### src/rtl/key_event_pkg.sv
// Shared definitions for the key_event block: state encoding and default
// hold/repeat thresholds used by the shell top and by testbenches.
package key_event_pkg;

  typedef enum logic [1:0] {
    KE_IDLE    = 2'd0,
    KE_PRESSED = 2'd1,
    KE_HELD    = 2'd2
  } ke_state_t;

  localparam int KE_HOLD_CYCLES   = 50000000;
  localparam int KE_REPEAT_CYCLES = 10000000;

  function automatic int ke_max(input int a, input int b);
    return (a > b) ? a : b;
  endfunction

endpackage

### src/rtl/key_event.sv
// Turns a debounced key level into one-cycle press/release/long/repeat pulses.
// Auto-repeat is built only when KEY_EVENT_REPEAT_EN is defined.
module key_event
  import key_event_pkg::*;
#(
  parameter int hold_cycles   = KE_HOLD_CYCLES,
  parameter int repeat_cycles = KE_REPEAT_CYCLES
) (
  input  logic clk,
  input  logic reset,
  input  logic debounced_sig,
  output logic key_level,
  output logic press_pulse,
  output logic release_pulse,
  output logic long_pulse,
  output logic repeat_pulse
);

`ifdef KEY_EVENT_REPEAT_EN
  localparam int CW = $clog2(ke_max(hold_cycles, repeat_cycles)) + 1;
  localparam logic [CW-1:0] RPT_LAST = CW'(repeat_cycles - 1);
`else
  localparam int CW = $clog2(hold_cycles) + 1;
`endif
  localparam logic [CW-1:0] HOLD_LAST = CW'(hold_cycles - 1);

  // Thresholds below 2 would collide with the press/threshold edges.
  if (hold_cycles < 2) begin : g_bad_hold
    $error("key_event: hold_cycles must be at least 2");
  end
  if (repeat_cycles < 2) begin : g_bad_repeat
    $error("key_event: repeat_cycles must be at least 2");
  end

  ke_state_t       state, state_nx;
  logic [CW-1:0]   cnt, cnt_nx;
  logic            press_nx, release_nx, long_nx, repeat_nx;

  always_ff @(posedge clk or posedge reset) begin
    if (reset) begin
      state         <= KE_IDLE;
      cnt           <= '0;
      key_level     <= 1'b0;
      press_pulse   <= 1'b0;
      release_pulse <= 1'b0;
      long_pulse    <= 1'b0;
      repeat_pulse  <= 1'b0;
    end else begin
      state         <= state_nx;
      cnt           <= cnt_nx;
      key_level     <= debounced_sig;
      press_pulse   <= press_nx;
      release_pulse <= release_nx;
      long_pulse    <= long_nx;
      repeat_pulse  <= repeat_nx;
    end
  end

  // Release is tested before any threshold so it wins on a shared edge.
  always_comb begin
    state_nx   = state;
    cnt_nx     = cnt;
    press_nx   = 1'b0;
    release_nx = 1'b0;
    long_nx    = 1'b0;
    repeat_nx  = 1'b0;
    case (state)
      KE_IDLE: begin
        if (debounced_sig) begin
          press_nx = 1'b1;
          cnt_nx   = '0;
          state_nx = KE_PRESSED;
        end
      end
      KE_PRESSED: begin
        if (!debounced_sig) begin
          release_nx = 1'b1;
          cnt_nx     = '0;
          state_nx   = KE_IDLE;
        end else if (cnt == HOLD_LAST) begin
          long_nx  = 1'b1;
          cnt_nx   = '0;
          state_nx = KE_HELD;
        end else begin
          cnt_nx = cnt + CW'(1);
        end
      end
      KE_HELD: begin
        if (!debounced_sig) begin
          release_nx = 1'b1;
          cnt_nx     = '0;
          state_nx   = KE_IDLE;
        end else begin
`ifdef KEY_EVENT_REPEAT_EN
          if (cnt == RPT_LAST) begin
            repeat_nx = 1'b1;
            cnt_nx    = '0;
          end else begin
            cnt_nx = cnt + CW'(1);
          end
`else
          // Terminal state without auto-repeat: counter parked at zero.
          cnt_nx = '0;
`endif
        end
      end
      default: begin
        state_nx = KE_IDLE;
        cnt_nx   = '0;
      end
    endcase
  end

endmodule

### config.mk
export PLATFORM = sky130hd
export DESIGN_NAME = key_event
export DESIGN_NICKNAME = d
export VERILOG_FILES = /design/src/rtl/key_event_pkg.sv /design/src/rtl/key_event.sv
export SDC_FILE = /design/constraint.sdc
export NUM_CORES = 1
export LEC_CHECK = 0
export BUFFER_PORTS_ARGS = -buffer_cell sky130_fd_sc_hd__buf_2
export CORE_UTILIZATION = 35
export CTS_BUF_LIST = sky130_fd_sc_hd__clkbuf_4
export CTS_CLUSTER_DIAMETER = 80
export DETAILED_ROUTE_END_ITERATION = 16
export PLACE_DENSITY = 0.61
export SLEW_MARGIN = 20
export SYNTH_ARGS = -nofsm -noshare
export SYNTH_HDL_FRONTEND = slang
export SYNTH_SLANG_ARGS = --single-unit
### constraint.sdc
create_clock -name clk -period 2.5 [get_ports clk]
set_input_delay 0.25 -clock clk [delete_from_list [all_inputs] [get_ports clk]]
set_output_delay 0.25 -clock clk [all_outputs]
set_load 0.02 [all_outputs]
Yosys cells after proc, flatten, opt, wreduce, memory -nomap -nowiden
Index checks and enable logic that the tools add are counted.
Widths: inputs -> output; s select.
{ "classes": {"n_reduce_logical": 3, "mux": 16, "eq_ne": 6, "n_addsub": 1} }
{ "op_table": {"columns": ["op", "count"], "rows": [
  ["$mux 27", 3],
  ["$pmux 27 s2", 1],
  ["$add 27x1->27 const B", 1],
  ["$eq 27x26->1 const B", 1],
  ["$mux 2", 4],
  ["$mux 1", 7],
  ["$pmux 2 s3", 1],
  ["$ne 2x2->1 const B", 2],
  ["$ne 3x3->1 const B", 1],
  ["$reduce_and 3->1", 1],
  ["$eq 2x1->1 const B", 1],
  ["$eq 2x2->1 const B", 1],
  ["$logic_not 2->1", 1],
  ["$reduce_or 2->1", 1]
]} }
{ "word_totals": {"word_cells": 32, "inputBits": 3, "output_inout_bits": 5, "reg_bits": 33} }

Logic depth before layout (Yosys ltp)
Gate-level depths: netlist of the first run.
{ "depth": {"depth_word": 4, "ltp_mapped": 8, "depth_no_buf": 7} }

Worst setup path before layout of the first run
OpenSTA, ideal clock, no wires.
{ "synth_timing": {"kind": "register to register", "from": "register state[0]", "to": "register cnt[25]", "stages_incl_launch_ff": 9, "setup_ns": 0.121, "path_buffers": 1, "synth_period_minus_slack_ns": 1.802, "required_ns": 2.379, "slack_ns": 0.698, "arrival_ns": 1.682, "path_cell_list": "dfrtp_1 inv_1 ha_1 nor2b_2 buf_6 nor4_4 nand4_1 xor2_1 nor2_2"} }
{ "synth_between": {"elab_chain_cells": 2, "elab_cells_between_ends": 4, "classes_between": "2 x eq/ne; 1 x mux; 1 x reduce/logical"} }
{ "synth_rtl": {"columns": ["element", "line_no", "text"], "rows": [
  ["start, declared", "key_event.sv:35", "ke_state_t state, state_nx;"],
  ["start signal, assigned", "key_event.sv:49", "state <= state_nx;"],
  ["$eq 2x1->1 or $logic_not 2->1 (tied branches)", "key_event.sv:67", "case (state)"],
  ["$pmux 27 s2 or $ne 2x2->1 (tied branches)", null, null],
  ["end signal, assigned", "key_event.sv:50", "cnt <= cnt_nx;"],
  ["end, declared", "key_event.sv:36", "logic [CW-1:0] cnt, cnt_nx;"]
]} }
Parallel ways exist; a longest one is shown, timed or not.
A chain may end at the register's enable or synchronous reset.

Worst setup path in the final report of the first run
{ "layout_timing": {"from": "register cnt[0]", "to": "register cnt[4]"} }
{ "layout_between": {"elab_chain_cells": 4, "elab_cells_between_ends": 5, "classes_between": "1 x add/sub; 1 x eq/ne; 3 x mux"} }
{ "layout_rtl": {"columns": ["element", "line_no", "text"], "rows": [
  ["$add 27x1->27 or $eq 27x26->1 (tied branches)", "key_event.sv:85, key_event.sv:80", null],
  ["$mux 27 *", "key_event.sv:80", "end else if (cnt == HOLD_LAST) begin"],
  ["$mux 27 *", "key_event.sv:76", "if (!debounced_sig) begin"],
  ["$pmux 27 s2 *", "key_event.sv:67", null]
]} }
Every way passes the cells marked *; elsewhere a longest branch is shown, timed or not.

==> results of run 1 <==
==> how the worst max path moves through the flow <==
stage	start	to	slack (ps)	cells past startpoint
floorplan	state[0]	cnt[25]	700	8
global placement	state[1]	cnt[24]	630	7
global route	state[0]	cnt[24]	410	7
detailed placement	state[0]	cnt[24]	580	7
finish	cnt[0]	cnt[4]	590	6
CTS	state[0]	cnt[24]	570	7
==> flip-flops by register name, summed over array words and instances, names as in the netlist <==
| name | cells |
|---|---|
| state | 2 |
| key_level | 1 |
| long_pulse | 1 |
| press_pulse | 1 |
| release_pulse | 1 |
| cnt | 27 |
==> synth_stat cells (2+ instances only) <==
master / n
a22o_1: 2
xor2_1: 14
inv_1: 5
nand2b_1: 2
nor3_4: 2
dfrtp_1: 33
nand4_1: 12
and4_1: 3
ha_1: 4
o21ai_0: 4
nor4_4: 2
buf_6: 3
a41oi_1: 2
xnor2_1: 5
nor2_1: 21
nand3_1: 10
a31oi_1: 3
and3_1: 4
a21oi_1: 5
nor4_1: 2
nor2_2: 4
nand2_1: 11
o21ai_1: 2
==> stage by stage <==
stage               hold slack (ps)  total power (W)  worst slack (ps)  instance area [µm²]
CTS                           119.4         0.001319             569.0                 1966
finish                        136.5         0.001298             591.3                 1966
detailed placement            371.9        0.0009138             578.0                 1877
floorplan                     281.4        0.0008675             697.5                 1794
global placement              366.0        0.0009128             633.7                 1877
global route                  120.2         0.001372             406.1                 1966
==> area by class of cell <==
class / instances / share of cell area, %
multi-input cells: 130 / 45.96
clock buffers: 6 / 2.292
flip-flops and latches: 33 / 42.01
repair buffers: 9 / 2.801
well taps: 67 / 4.265
inverters: 5 / 0.9548
clock inverters: 2 / 1.719
==> routing by layer <==
layer | wire length [µm] | vias up | global-route usage, %
li1 | - | 643 | -
met1 | 1699 | 600 | 20.92
met2 | 1593 | 15 | 21.92
met3 | 80 | 4 | 3.018
met4 | 35 | 0 | 6.624
met5 | 0 | - | 0
==> timing repair <==
item	in CTS	in global routing
setup endpoints to repair	0	0
hold endpoints to repair	10	0
hold buffers	1	0
buffers inserted	0	0
==> power by group through the flow <==
stage	Clock [W]	Sequential [W]	Combinational, W
finish	0.000398	0.000605	0.000295
CTS	0.000413	0.000605	0.000301
floorplan	0	0.000622	0.000245
global route	0.000428	0.000613	0.000332
detailed placement	0	0.000615	0.000299
global placement	0	0.000614	0.000299
==> logic make-up after synthesis <==
kind of cell	Yosys count	synth area share, %
simple gates	82	28.59
mux	2	1.185
other cells	1	0.2090
fa+ha+maj	4	2.790
buf+inv	10	3.626
compound gates	22	8.299
xor+xnor	19	9.275
flops	33	46.02
==> cells in the final DEF (no fill, tap or decap), types with 3 or more instances in the layout <==
cell type / count
buf_2: 6
ha_1: 4
nand4_1: 12
o21ai_0: 4
dfrtp_1: 33
nand2_1: 11
a31oi_1: 3
and3_1: 4
nor2_1: 21
xor2_1: 14
xnor2_1: 5
a21oi_1: 5
nand3_1: 10
and4_1: 3
nor2_2: 4
clkbuf_4: 6
inv_1: 5
==> critical path, cell delays in order (launching register included) <==
cell	delay (ps)
dfrtp_1	410
ha_1	270
and4_1	260
and4_4	180
a21oi_4	360
a41oi_1	170
a31oi_1	190
==> summary.md, run 1 <==
| Metric | Value |
|---|---|
| Status | completed |
| Htree depth | 2 |
| Reg2Reg Depth | 6 |
| Final TNS setup | 0 ps |
| Vias in the first global route | 1255 |
| Async set-reset flop share out of synthesis | 100.0% |
| Final period util | 76.35% |
| Final wirelength | 3408 µm |
| Post_cts resized | 0 |
| Clock buffer depth | 2 |
| Post-Route Utilization | 40.81% |
| Initial core utilization | 37.25% |
| Switch Pwr | 0.0004084 W |
| Routability Congestion | 0.7400 |
| Maxcap violations | 0 |
| Worst hold path depth | 1 |
| Slew Limit Fails | 0 |
| Peak VDD IR | 0.4024 mV |
| Reg-to-Reg End | cnt[4] |
| CTS tree | built |
| Multi-input gate area | 903.4 µm² |
| Die area | 0.005417 mm² |
| Synth warn | 0 |
| Arrival @ worst endpoint | 2140 ps |
| Leak | 0.8439 nW |
| Net Sw Frac | 31.47% |
| Fmax | 523.9 MHz |
| First-pass DRT Iterations | 4 |
| Pint | 0.0008895 W |
| Top post-synthesis cells by area | dfrtp_1 (46%), xor2_1 (6.8%), nor2_1 (4.4%) |
| Final Hold Vio Count | 0 |
| Iteration-0 DRC Markers | 73 |
| Clock transition at path regs | 100 ps |
| Worst Min Path Start | debounced_sig |
| Seq. cell area | 825.8 µm² |
| Clock Latency Late Sink | 330 ps |
| Nets@finish | 191 |
| Post-synth EDFFs | 0 |
| Critical path type | flop to flop |
| Hold WC Path Type | input pin to flop |
| Hold Path Sink | key_level |
| Overflow after GRT | 0 |
| Tot GR Track Use | 14.84% |
| Die X | 73.60 µm |
| DR vias | 1262 |
| Fill cell total of the finished layout | 505 |
| Startpoint types | flop |
| # IOs | 8 |
| First-pass GRT wire length | 6072 µm |
| Reg2reg start | cnt[0] |
| CTS sink count | 33 |
| Pwr per Cell Area | 660.3 mW/mm² |
| Number of diodes | 0 |
| Antenna-violating nets left | 0 |
| Via/cell ratio | 5.008 |
| Initial antenna violation count | 0 |
| Core Area | 0.004817 mm² |
| Placed cells | 243 |
| PortBufs | 6 |
| DRC | 0 |
| Register area share after synthesis | 46.03% |
| Most used DFF post-synth | dfrtp_1 |
| Tmin final | 1909 ps |
| Syn Area/Cell | 10.37 µm² |
| Mean routed wirelength per cell | 13.52 µm |
| Biggest area consumer among synthesized cells | dfrtp_1 |
| Share of the synthesized area in the top cell type | 46.03% |
| Mapped Area | 0.001794 mm² |
| CTS Buf Count | 5 |
| Syn Inst Count | 173 |
| FP Rows | 25 |
| Final setup viols | 0 |
| Seq cells post-synth | 33 |
| Die H | 73.60 µm |
| Post-DP HPWL | 2364 µm |
| Comb pwr share | 22.7% |
| Worst Setup End Kind | flop |
| Netlist cell types | 41 |
| Synthesis-to-finish area growth | 9.554% |
| Reg2Reg Setup Slack | 590 ps |
| Req. time, crit path | 2740 ps |
| Critical path peak fanout | 12 |
| Reg power frac | 46.6% |
| RSZ-0062 raised after global routing | no |
| Layout Skew | 16.96 ps |
| Synth Net Count | 180 |
| Root Driver | clkbuf_4 |
| Largest net degree at the start of global routing | 34 |
| Finished Layout Cells | 252 |
| Layout cells sized above 1 | 16.22% |
| Clock Power Share | 30.7% |
(Power assumes the default switching activity.)
==> inputs of run 2 (changes only) <==
clock period = 1.9 ns   (was 2.5 ns; I/O delays follow)
==> summary.md, run 2 (synthesis results as in run 1) <==
| Metric | Value |
|---|---|
| Vias in the first global route | 1282 (+2.2%) |
| Final Hold Vio Count | 0 (unchanged) |
| Pre-CTS setup slack | 68.93 ps (-509.0 ps) |
| Arrival @ worst endpoint | 2110 ps (-30 ps) |
| Final setup viols | 0 (unchanged) |
| DR vias | 1302 (+3.2%) |
| Peak VDD IR | 0.4323 mV (+7.4%) |
| Reg2reg start | cnt[0] |
| Max reg flops | 27 (unchanged) |
| First-pass DRT Iterations | 4 (unchanged) |
| Pwr per Cell Area | 873.2 mW/mm² (+32%) |
| DRC | 0 (unchanged) |
| Setup crit end | cnt[5] |
| Startpoint types | flop |
| Critical path peak fanout | 18 (+6) |
| Tmin final | 1835 ps (-73.60 ps) |
| Fmax | 544.9 MHz (+4.0%) |
| Die X | 73.60 µm (unchanged) |
| Final wirelength | 3447 µm (+1.1%) |
| Critical path type | flop to flop |
| Fill cell total of the finished layout | 475 (-5.9%) |
| Nets@finish | 208 (+8.9%) |
| Layout Skew | 6.027 ps (-10.94 ps) |
| FP Rows | 25 (unchanged) |
| Pwr Total | 0.001850 W (+43%) |
| Clock transition at path regs | 110 ps (about the same) |
| Antenna-violating nets left | 0 (unchanged) |
| Worst Setup End Kind | flop |
| WHS | 63.69 ps (-72.85 ps) |
| Initial antenna violation count | 0 (unchanged) |
| Reg-to-Reg End | cnt[5] |
| Clock Latency Late Sink | 330 ps (about the same) |
| Via/cell ratio | 4.840 (-3.4%) |
| Htree depth | 2 (unchanged) |
| Reg2Reg Depth | 8 (+2) |
| CTS Buf Count | 5 (unchanged) |
| # IOs | 8 (unchanged) |
| Iteration-0 DRC Markers | 63 (-14%) |
| Status | completed |
| PortBufs | 6 (unchanged) |
| Overflow after GRT | 0 (unchanged) |
| CTS sink count | 33 (unchanged) |
| Root Driver | clkbuf_4 |
| Mean routed wirelength per cell | 12.81 µm (-5.2%) |
| Core Area | 0.004817 mm² (unchanged) |
| Routability Congestion | 0.8217 (+11%) |
| Layout cells sized above 1 | 23.27% (+7.1 points) |
| Die H | 73.60 µm (unchanged) |
| Hold WC Path Type | input pin to flop |
| Number of diodes | 0 (unchanged) |
| Synthesis-to-finish area growth | 18.06% |
| Die area | 0.005417 mm² (unchanged) |
| Largest net degree at the start of global routing | 34 (unchanged) |
| Tot GR Track Use | 14.62% (-0.22 points) |
| Slew Limit Fails | 0 (unchanged) |
| Most frequent cells in the layout | dfrtp_1 (33), nor2_1 (21), buf_4 (17) |
| Req. time, crit path | 2180 ps (-560 ps) |
| Final period util | 96.58% (+20 points) |
| Biggest regs | cnt: 27 flops, state: 2 flops |
| CTS tree | built |
| Setup crit start | cnt[0] |
| Initial core utilization | 37.25% (unchanged) |
| Reg2Reg Setup Slack | 60 ps (-530 ps) |
| Largest reg by FF count | cnt |
| First-pass GRT wire length | 5878 µm (-3.2%) |
| Maxcap violations | 0 (unchanged) |
| Leak | 0.9358 nW (+11%) |
| Clock buffer depth | 2 (unchanged) |
| Most common cell after layout, fill and taps aside | dfrtp_1 |
| PnR worst setup slack | 64.89 ps (-526.4 ps) |
| Post-DP HPWL | 2414 µm (+2.1%) |
-- run 2: layout make-up --
cell class              count  area (µm²)  area share (%)
clock buffers               5       37.54           1.772
clock inverters             3       41.29           1.949
inverters                   5       18.77          0.8860
multi-input cells         130       903.4           42.65
flip-flops and latches     33       825.8           38.98
well taps                  67       83.83           3.957
repair buffers             26       207.7           9.805
-- run 2: how the worst min path moves through the flow --
| stage | startpoint | endpoint | slack (ps) | depth (start not counted) |
|---|---|---|---|---|
| 3_5_place_dp | reset | cnt[3] | 300 | 3 |
| 3_3_place_gp | reset | key_level | 310 | 3 |
| 2_1_floorplan | debounced_sig | key_level | 220 | 0 |
| 6_report | debounced_sig | key_level | 60 | 1 |
| 4_1_cts | debounced_sig | key_level | 50 | 1 |
| 5_1_grt | debounced_sig | key_level | 50 | 1 |
-- run 2: power breakdown --
group,total (W),switching [W],internal (W)
clock,0.000523,0.000251,0.000272
sequential,0.000790,0.0000385,0.000752
combinational,0.000536,0.000290,0.000246
-- run 2: worst max-delay path, cell delays in order (launching register included) --
cell	delay (ps)
dfrtp_1	420
ha_1	230
and4_1	240
and4_4	180
a21oi_4	220
buf_4	190
nor2_8	50
buf_12	140
nor2_1	100
-- run 2: per-stage QoR --
stage                     cell area (µm²)  util (%)  setup TNS [ps]  instances
after global placement               1967     40.83               0        255
final                                2118     43.97               0        269
after CTS                            2056     42.68               0        264
after global routing                 2118     43.97          -59.15        269
after detailed placement             1967     40.83               0        255
after floorplan                      1794         -               0        173
-- run 2: repair_timing --
item / in CTS / in global routing
setup endpoints to repair: 0 / 8
hold buffers: 1 / 0
hold endpoints to repair: 33 / 0
resized for setup: 0 / 0
setup buffers: 0 / 5
-- run 2: layer usage --
metal | vias to the layer above | share of wire, % | track usage, %
met5 | - | 0 | 0
met3 | 6 | 3.2 | 3.978
met1 | 606 | 50 | 19.58
met2 | 17 | 45 | 22.12
met4 | 0 | 1.8 | 6.410
li1 | 673 | - | -
